File: config.mk
export PLATFORM = sky130hd
export DESIGN_NAME = fetch_sequencer
export DESIGN_NICKNAME = d
export VERILOG_FILES = /design/src/rtl/fetch_sequencer.sv
export SDC_FILE = /design/constraint.sdc
export NUM_CORES = 1
export LEC_CHECK = 0
export CAP_MARGIN = 10
export CELL_PAD_IN_SITES_DETAIL_PLACEMENT = 1
export CELL_PAD_IN_SITES_GLOBAL_PLACEMENT = 1
export CORE_ASPECT_RATIO = 1.25
export CORE_MARGIN = 3
export CORE_UTILIZATION = 34
export DETAILED_ROUTE_END_ITERATION = 16
export GPL_TIMING_DRIVEN = 1
export HOLD_SLACK_MARGIN = 0.15
export PLACE_DENSITY = 0.85
export SYNTH_ARGS = -nofsm -noshare
export SYNTH_HDL_FRONTEND = slang
export SYNTH_SLANG_ARGS = --single-unit
File: constraint.sdc
create_clock -name clk -period 1.6 [get_ports clk]
set_input_delay 0.32 -clock clk [delete_from_list [all_inputs] [get_ports clk]]
set_output_delay 0.32 -clock clk [all_outputs]
set_load 0.01 [all_outputs]
File: src/rtl/fetch_sequencer.sv
// Instruction fetch sequencer for a 6502-style decoder: fetches opcode and operand bytes at PC,
// holds them for the decoder until instruction_done, then advances or reloads PC. Has a stall watchdog.
module fetch_sequencer #(
    parameter int                    ADDR_WIDTH = 16,
    parameter int                    REG_WIDTH  = 8,
    parameter logic [ADDR_WIDTH-1:0] RESET_PC   = 16'h0600,
    parameter int                    TIMEOUT    = 64
) (
    input  logic                  clk,
    input  logic                  reset_n,
    input  logic                  run,
    output logic [ADDR_WIDTH-1:0] mem_addr,
    output logic                  mem_rd,
    input  logic [REG_WIDTH-1:0]  mem_rdata,
    input  logic                  mem_ack,
    output logic [REG_WIDTH-1:0]  instruction,
    output logic [ADDR_WIDTH-1:0] operand,
    output logic                  instruction_ready,
    input  logic                  instruction_done,
    input  logic                  pc_load,
    input  logic [ADDR_WIDTH-1:0] pc_load_val,
    output logic [ADDR_WIDTH-1:0] pc,
    output logic                  halted,
    output logic [2:0]            fsm_state
);

    localparam int WD_W = (TIMEOUT > 1) ? $clog2(TIMEOUT) : 1;

    typedef enum logic [2:0] {
        FETCH_OP = 3'd0,
        FETCH_LO = 3'd1,
        FETCH_HI = 3'd2,
        EXEC     = 3'd3,
        HALT     = 3'd4
    } state_t;

    // Handshakes: mem_rd is a request held with a stable mem_addr until mem_ack is seen high at a
    // rising edge (mem_ack while mem_rd=0 is ignored); instruction_ready is a level held until the
    // decoder pulses instruction_done, which is only honoured in EXEC.

    state_t                  state, state_next;
    logic [ADDR_WIDTH-1:0]   pc_next, mem_addr_next, operand_next, pc_inc;
    logic [REG_WIDTH-1:0]    instruction_next;
    logic                    mem_rd_next, ready_next, halted_next, enter_exec;
    logic [WD_W-1:0]         watchdog, watchdog_next;
    logic [1:0]              nbytes, nbytes_next, op_bytes;

    function automatic logic [1:0] nbytes_of(input logic [REG_WIDTH-1:0] op);
        logic [1:0] n;
        if (op[4:2] == 3'b011 || op[4:2] == 3'b110 || op[4:2] == 3'b111)
            n = 2'd2;
        else if (op[1:0] == 2'b10 && op[4:2] == 3'b010)
            n = 2'd0;
        else
            n = 2'd1;
        return n;
    endfunction

    assign pc_inc    = pc + ADDR_WIDTH'(1);
    assign op_bytes  = nbytes_of(mem_rdata);
    assign fsm_state = state;

    always_comb begin
        state_next       = state;
        pc_next          = pc;
        mem_rd_next      = mem_rd;
        mem_addr_next    = mem_addr;
        instruction_next = instruction;
        operand_next     = operand;
        ready_next       = instruction_ready;
        halted_next      = halted;
        watchdog_next    = watchdog;
        nbytes_next      = nbytes;
        enter_exec       = 1'b0;

        case (state)
            FETCH_OP: begin
                if (mem_rd) begin
                    if (mem_ack) begin
                        instruction_next = mem_rdata;
                        operand_next     = '0;
                        pc_next          = pc_inc;
                        nbytes_next      = op_bytes;
                        if (op_bytes == 2'd0) begin
                            enter_exec = 1'b1;
                        end else begin
                            // Keep mem_rd high so operand bytes stream back-to-back.
                            state_next    = FETCH_LO;
                            mem_addr_next = pc_inc;
                        end
                    end
                end else if (run) begin
                    mem_rd_next   = 1'b1;
                    mem_addr_next = pc;
                end
            end
            FETCH_LO: begin
                if (mem_rd && mem_ack) begin
                    operand_next[REG_WIDTH-1:0] = mem_rdata;
                    pc_next                     = pc_inc;
                    if (nbytes == 2'd2) begin
                        state_next    = FETCH_HI;
                        mem_addr_next = pc_inc;
                    end else begin
                        enter_exec = 1'b1;
                    end
                end
            end
            FETCH_HI: begin
                if (mem_rd && mem_ack) begin
                    operand_next[2*REG_WIDTH-1:REG_WIDTH] = mem_rdata;
                    pc_next                               = pc_inc;
                    enter_exec                            = 1'b1;
                end
            end
            EXEC: begin
                // A done arriving on the final watchdog cycle still completes normally.
                if (instruction_done) begin
                    ready_next = 1'b0;
                    state_next = FETCH_OP;
                    if (pc_load)
                        pc_next = pc_load_val;
                end else if (watchdog == WD_W'(TIMEOUT - 1)) begin
                    state_next  = HALT;
                    halted_next = 1'b1;
                    ready_next  = 1'b0;
                end else begin
                    watchdog_next = watchdog + WD_W'(1);
                end
            end
            HALT: begin
                mem_rd_next = 1'b0;
                ready_next  = 1'b0;
                halted_next = 1'b1;
            end
            default: state_next = FETCH_OP;
        endcase

        if (enter_exec) begin
            state_next    = EXEC;
            mem_rd_next   = 1'b0;
            ready_next    = 1'b1;
            watchdog_next = '0;
        end
    end

    always_ff @(posedge clk or negedge reset_n) begin
        if (!reset_n) begin
            state             <= FETCH_OP;
            pc                <= RESET_PC;
            mem_rd            <= 1'b0;
            mem_addr          <= '0;
            instruction       <= '0;
            operand           <= '0;
            instruction_ready <= 1'b0;
            halted            <= 1'b0;
            watchdog          <= '0;
            nbytes            <= 2'd0;
        end else begin
            state             <= state_next;
            pc                <= pc_next;
            mem_rd            <= mem_rd_next;
            mem_addr          <= mem_addr_next;
            instruction       <= instruction_next;
            operand           <= operand_next;
            instruction_ready <= ready_next;
            halted            <= halted_next;
            watchdog          <= watchdog_next;
            nbytes            <= nbytes_next;
        end
    end

endmodule

# --- Word level (Yosys, flattened, before mapping) ---
# Cells that the tools add are included.
totals:
  reg_bits: 70
  inputBits: 30
  out_inout_bits: 62
  elab_cells: 121
classes:
  add_sub_neg: 2
  n_eq_ne: 33
  muxes: 51
  reduce_logical: 24
op_table:
  columns: ["op", "n"]
  rows:
  - ["16-bit 2-to-1 mux", 13]
  - ["16-bit case mux with 3 select lines", 1]
  - ["16-bit case mux with 2 select lines", 1]
  - ["8-bit case mux with 2 select lines", 2]
  - ["3-bit 2-to-1 mux", 8]
  - ["6-bit 2-to-1 mux", 4]
  - ["3-bit inequality test, second input constant", 8]
  - ["2-bit inequality test, second input constant", 10]
  - ["16-bit by 1-bit adder with 16-bit output, second input constant", 1]
  - ["1-bit 2-to-1 mux", 15]
  - ["3-bit by 2-bit equality test with 1-bit output, second input constant", 4]
  - ["3-bit case mux with 4 select lines", 1]
  - ["6-bit AND reduction", 2]
  - ["3-bit equality test, second input constant", 3]
  - ["3-bit AND reduction", 3]
  - ["3-bit nonzero test", 3]
  - ["8-bit 2-to-1 mux", 1]
  - ["4-bit AND reduction", 2]
  - ["2-bit nonzero test", 4]
  - ["7-bit AND reduction", 1]
  - ["6-bit by 1-bit adder with 6-bit output, second input constant", 1]
  - ["6-bit equality test, second input constant", 1]
  - ["2-bit by 1-bit inequality test with 1-bit output, second input constant", 3]
  - ["1-bit case mux with 2 select lines", 3]
  - ["11 further kinds", 15]

# --- Logic depth before layout (Yosys ltp) ---
# Gate-level depths: netlist of run 1.
logic_depth:
  depth_word: 11
  depth_mapped: 7
  depth_no_buf: 5

# --- Least setup slack after synthesis of run 1 ---
# OpenSTA, ideal clock, no wires.
synth_path:
  path_type: "register to register"
  startpoint: "register pc[0]"
  endpoint: "register pc[14]"
  setup_ns: 0.127
  t_arrival_ns: 1.671
  required_time_ns: 1.473
  path_slack_ns: -0.198
  path_stages_with_launch: 6
  n_path_buf: 0
  period_less_slack_ns: 1.798
  path_cell_list: "dfrtp_1 ha_1 nand3_1 or4_4 o22ai_1 o2bb2a_1"
synth_between:
  elab_chain_len: 4
  elab_cells_between_ends: 5
  classes_between: "1 x add/sub; 4 x mux"
synth_rtl:
  columns: ["item", "line_no", "source"]
  rows:
  - ["start: declaration", "22", "output logic [ADDR_WIDTH-1:0] pc,"]
  - ["start signal: assignment", "161", "pc <= pc_next;"]
  - ["16-bit by 1-bit adder with 16-bit output *", "59", "assign pc_inc = pc + ADDR_WIDTH'(1);"]
  - ["16-bit 2-to-1 mux", "79", "if (mem_ack) begin"]
  - ["16-bit 2-to-1 mux", "78", "if (mem_rd) begin"]
  - ["16-bit case mux with 3 select lines *", "76", "case (state)"]
# Mark *: on every way between the ends. The rest lies on a longest branch, timed or not. The select of a mux whose other input is x is not followed.
# A chain may end at the register's enable or synchronous reset.

# --- Final worst setup path of run 1 ---
layout_path:
  startpoint: "register state[1], in the netlist fsm_state[1]"
  endpoint: "register mem_addr[9]"
layout_between:
  elab_chain_len: 3
  elab_cells_between_ends: 10
  classes_between: "6 x eq/ne; 1 x mux; 3 x reduce/logical"
layout_rtl:
  columns: ["item", "line_no", "source"]
  rows:
  - ["start: declaration", "41", "state_t state, state_next;"]
  - ["start signal: assignment", "160", "state <= state_next;"]
  - ["3-bit by 1-bit equality test with 1-bit output / 3-bit zero test (equally long branches)", "76", null]
  - ["2-bit inequality test (no line), or another cell as far along", null, null]
  - ["6-bit AND reduction (no line)", null, null]
  - ["end signal: assignment", "163", "mem_addr <= mem_addr_next;"]
  - ["end: declaration", "12", "output logic [ADDR_WIDTH-1:0] mem_addr,"]
# Several ways; a longest one is shown, not always the timed one.

==> flow_metrics.tcl, run 1 <==
set metrics [dict create \
    maxSlewViolCount 0 \
    grt_usage_pct 25.1 \
    clock-sinks 70 \
    synth_cell_types 65 \
    rsz0062_at_grt "true" \
    first_global_vias 4398 \
    clk_latency_ps 360 \
    start_util_pct 35.0 \
    grt_pass1_wl_um 23800 \
    drt-initial-drc-count 175 \
    gr-usage-met3_pct 5.30 \
    post-dp-hpwl_um 9570 \
    numPortBuffers 91 \
    path_clk_slew_ps 60 \
    slew_headroom_pct 67.2 \
    ant_nets 0 \
    syn_avg_cell_area_um2 10.4 \
    crit_type "reg2reg" \
    yosysWarnings 0 \
    cts_made_buffers 9 \
    vias_per_cell 5.93 \
    ys_seq_elements 70 \
    syn-instance-count 361 \
    die_area_mm2 0.0123 \
    synth_top_area_share_pct 45.5 \
    drive_gt1_share_pct 47.2 \
    vias 4161 \
    synth.cells.most_frequent "dfrtp_1 (68), nand2_1 (34), o21ai_0 (27), a21oi_1 (19), mux2_2 (18)" \
    synth_area_leader_cell "dfrtp_1" \
    ys.flop_type "dfrtp_1" \
    h-tree-depth 3 \
    wire_per_inst_um 26.0 \
    root_buffer "clkbuf_16" \
    start_kind "flop" \
    place.gp.congestion 0.889 \
    syn_nets 393 \
    setup_tns_ps -6230 \
    finalNonFillerCells 702 \
    final_nets 597 \
    worstPathArrival_ps 2070 \
    grt_overflow 0 \
    clk_path_buf_depth 2 \
    core_mm2 0.0107 \
    outcome "complete, but fails checks" \
    finClkSkew_ps 11.2 \
    fp-row-count 42 \
    grt_busiest_layer "met2" \
    synth_edf_count 0 \
    power_uw 3990 \
    final.setup.worst_slack_ps -236 \
    worst_ir_drop_vdd_mv 0.502 \
    drv_cap 0 \
    firstDrtPassIters 4 \
    holdWs_ps 427 \
    violations "negative setup slack" \
    synthToLayoutAreaGrowth_pct 78.8 \
    drc 0 \
    grt_antenna_before_repair 0 \
    powerDensity_mw_per_mm2 597 \
    required_ps 1840 \
    fmax_mhz 545 \
    cp-end-kind "flop" \
    syn_area_mm2 0.00374 \
    cts_tree "built" \
    fin_crit_sh_pct 115 \
    worst_slew_pin_slew_ps 488 \
    n_antenna_cell 0 \
    p_leak_uw 0.00325 \
    grt_use_met1_pct 27.2 \
    pin_count 92 \
    grt_max_degree 34 \
    seq_area_frac_synth_pct 46.9 \
    die_x_um 99.8 \
    final_hold_viol_count 0 \
    use_met2_pct 46.8 \
    synth.most_common_cell "dfrtp_1" \
    routed_wl_um 18200 \
    dpl.cell_count 644 \
    cp_max_fo 7 \
    period_minus_slack_ps 1840 \
    finalSetupViolations 60 \
    min-delay-path-class "in2async" \
    synth.area.top_cells "dfrtp_1 (46%), mux2_2 (5.4%), o21ai_0 (3.6%)" \
    synth_async_sr_flop_share_pct 100 \
    r2r_cells 5 \
    die_h_um 123 \
]
[power breakdown]
group          internal (uW)  switching [uW]  total (uW)  leakage, uW
Clock                   1080             945        2030     0.000139
Combinational           97.4            97.3         195      0.00219
Sequential              1770               0        1770     0.000924
Total                   2950            1040        3990      0.00325
[cell families after synthesis]
family,after synthesis,share of synthesized area (%)
AOI/OAI and AO/OA,116,21.7
xor gates and xnor gates,12,2.81
adders and majority gates,2,0.669
buffers and inverters,32,4.05
DFF,70,46.9
muxes,26,8.37
and+or+nand+nor,103,15.5
[stage by stage]
step                setup slack (ps)  area (um2)  utilization, %
floorplan                       -128        3820               -
global placement                -480        5420            50.8
detailed placement              -520        5420            50.8
CTS                             -157        6080            57.0
global route                    -310        6690            62.7
finish                          -236        6690            62.7
[final cells by class]
class / instances / area [um2]
Clock inverter: 7 / 62.6
Clock buffer: 9 / 225
Fill cell: 1077 / 3980
Inverter: 5 / 18.8
Tap cell: 132 / 165
Multi-Input combinational cell: 261 / 2380
Sequential cell: 70 / 1760
Timing Repair Buffer: 218 / 2070
[routing by layer]
metal | share of wire [%] | wire length, um
met1 | 35 | 6410
met2 | 55 | 10000
met3 | 4.5 | 828
met4 | 5.2 | 952
met5 | 0 | 0
[repair_timing]
item / in CTS / in global routing
hold buffers: 1 / 0
setup endpoints to repair: 96 / 95
endpoints found under the hold margin: 10 / 0
gates resized for setup: 87 / 124
pin swaps: 20 / 33
setup buffers: 18 / 23
gates cloned: 3 / 1
[flip-flops by register name (all words and copies together) (netlist names)]
register,cells
fsm_state,3
watchdog,6
halted,1
nbytes,2
mem_addr,16
instruction,8
pc,16
operand,16
instruction_ready,1
mem_rd,1
[critical path, cell delays in order (launching register included)]
cell and delay [ps]:
dfrtp_2 470, buf_6 140, a211o_1 340, a21oi_4 250, clkbuf_16 220, mux2_4 300
[cells in the final DEF (no fill, tap or decap), types with 8 or more instances in the layout]
cell type	count
clkbuf_16	10
o21ai_0	10
mux2_4	15
nand3_1	9
nand2_2	8
nand2_1	26
xnor2_1	11
buf_6	33
dlymetal6s2s_1	24
nor2_1	9
dfrtp_1	61
dlygate4sd2_1	23
o21ai_1	13
a22o_1	8
a21oi_2	12
buf_4	87
clkdlybuf4s50_1	39
mux2_2	10
[final timing paths]
| kind | endpoint | slack (ps) | start |
|---|---|---|---|
| worst min-delay path | pc[7] | 430 | reset_n |
| worst max register to register | mem_addr[9] | -240 | fsm_state[1] |
| min in group clk | operand[4] | 480 | mem_rdata[4] |
| max in group asynchronous | pc[9] | 620 | reset_n |
| worst max-delay path | mem_addr[9] | -240 | fsm_state[1] |
| worst min register to register | halted | 490 | halted |
(Power assumes the default switching activity.)
==> run 2: changes to the inputs <==
SETUP_SLACK_MARGIN = 0.02   (was unset)
==> flow_metrics.tcl, run 2 (synthesis results as in run 1) <==
set metrics [dict create \
    cts_tree "built" \
    die_h_um 123 \
    finalSetupViolations 38 \
    period_minus_slack_ps 1860 \
    min-delay-path-class "in2async" \
    grt_busiest_layer "met2" \
    switching_share_pct 23.0 \
    root_buffer "clkbuf_16" \
    numPortBuffers 91 \
    start_util_pct 35.0 \
    grt_pass1_wl_um 24800 \
    finalNonFillerCells 695 \
    grt_max_degree 45 \
    die_area_mm2 0.0123 \
    cp_max_fo 13 \
    final.setup.worst_slack_ps -255 \
    crit_type "reg2reg" \
    power_uw 4200 \
    firstDrtPassIters 4 \
    maxSlewViolCount 0 \
    r2r_cells 5 \
    vias 4182 \
    drt-initial-drc-count 180 \
    pin_count 92 \
    first_global_vias 4469 \
    n_antenna_cell 0 \
    postLayoutCoreUtil_pct 63.4 \
    powerDensity_mw_per_mm2 622 \
    worstPathArrival_ps 2090 \
    ant_nets 0 \
    top_regs "mem_addr: 16 flops, operand: 16 flops, pc: 16 flops" \
    gr-usage-met3_pct 4.91 \
    synthToLayoutAreaGrowth_pct 80.9 \
    cp-end-kind "flop" \
    h-tree-depth 3 \
    drc 0 \
    place.gp.congestion 0.839 \
    wire_per_inst_um 26.5 \
    routed_wl_um 18400 \
    p_clk_share_pct 53.3 \
    p_leak_uw 0.00335 \
    slew_headroom_pct 71.7 \
    finClkSkew_ps 17.7 \
    p_switching_uw 968 \
    grt_usage_pct 26.3 \
    use_met2_pct 48.3 \
    grt_antenna_before_repair 0 \
    drive_gt1_share_pct 47.4 \
    required_ps 1830 \
    clk_latency_ps 360 \
    violations "negative setup slack" \
    die_x_um 99.8 \
    holdWs_ps 346 \
    cts_made_buffers 9 \
    worst_ir_drop_vdd_mv 0.521 \
    dp_worst_setup_slack_ps -529 \
    rsz0062_at_grt "true" \
    dpl.cell_count 631 \
    clock-sinks 70 \
    final_nets 590 \
    final_common_cell "buf_4" \
    path_clk_slew_ps 70 \
    final_cell_mix "buf_4 (81), dfrtp_1 (58), nand2_1 (33)" \
    fmax_mhz 539 \
    post-dp-hpwl_um 9490 \
    outcome "complete, but fails checks" \
    fp-row-count 42 \
    fin_crit_sh_pct 116 \
    grt_use_met1_pct 29.7 \
    drv_cap 0 \
    pwr-share-seq_pct 42.1 \
    clk_path_buf_depth 2 \
    core_mm2 0.0107 \
    vias_per_cell 6.02 \
    worst_slew_pin_slew_ps 422 \
    grt_overflow 0 \
    start_kind "flop" \
    internal_power_uw 3240 \
    comb_power_share_pct 4.6 \
    final_hold_viol_count 0 \
]
-- run 2: final timing paths --
path	start	to	slack, ps
min reg2reg	halted	halted	490
min in group clk	mem_rdata[3]	operand[11]	430
max	nbytes[0]	mem_addr[6]	-260
max in group asynchronous	reset_n	fsm_state[1]	730
min	reset_n	pc[7]	350
max reg2reg	nbytes[0]	mem_addr[6]	-260
-- run 2: repair_timing --
item	in CTS	in global routing
pin swaps	19	35
hold endpoints to repair	70	0
endpoints found under the setup margin	88	87
buffers inserted	26	18
resized for setup	123	102
hold buffers	1	0
cloned	2	3
-- run 2: layout make-up --
cell class | count | area (um2)
clock buffers | 9 | 225
flip-flops and latches | 70 | 1770
multi-input cells | 262 | 2450
fillers | 1079 | 3910
well taps | 132 | 165
repair buffers | 210 | 2030
clock inverters | 7 | 98.8
inverters | 5 | 18.8
-- run 2: per-layer routing --
layer | vias to the layer above | routed length [um]
li1 | 1757 | -
met1 | 2153 | 6670
met4 | 0 | 893
met3 | 76 | 888
met2 | 196 | 9980
met5 | - | 0
-- run 2: worst max-delay path, cell delays in order, from the launching register on --
cell and delay (ps):
dfrtp_1 440, nand4b_1 230, a211o_1 340, a21oi_4 180, buf_12 190, mux2_2 340
-- run 2: stage by stage --
step / cell area [um2] / setup TNS [ps]
2_1_floorplan: 3850 / -1790
3_5_place_dp: 5350 / -24500
6_report: 6760 / -6440
4_1_cts: 6190 / -2610
5_1_grt: 6760 / -7990
3_3_place_gp: 5350 / -18730
-- run 2: power groups by stage --
| stage | clock [uW] | combinational [uW] | sequential, uW |
|---|---|---|---|
| 3_5_place_dp | 0 | 174 | 1800 |
| 4_1_cts | 2210 | 182 | 1770 |
| 6_report | 2240 | 192 | 1770 |
| 2_1_floorplan | 0 | 12.2 | 1800 |
| 3_3_place_gp | 0 | 169 | 1800 |
| 5_1_grt | 2350 | 204 | 1770 |
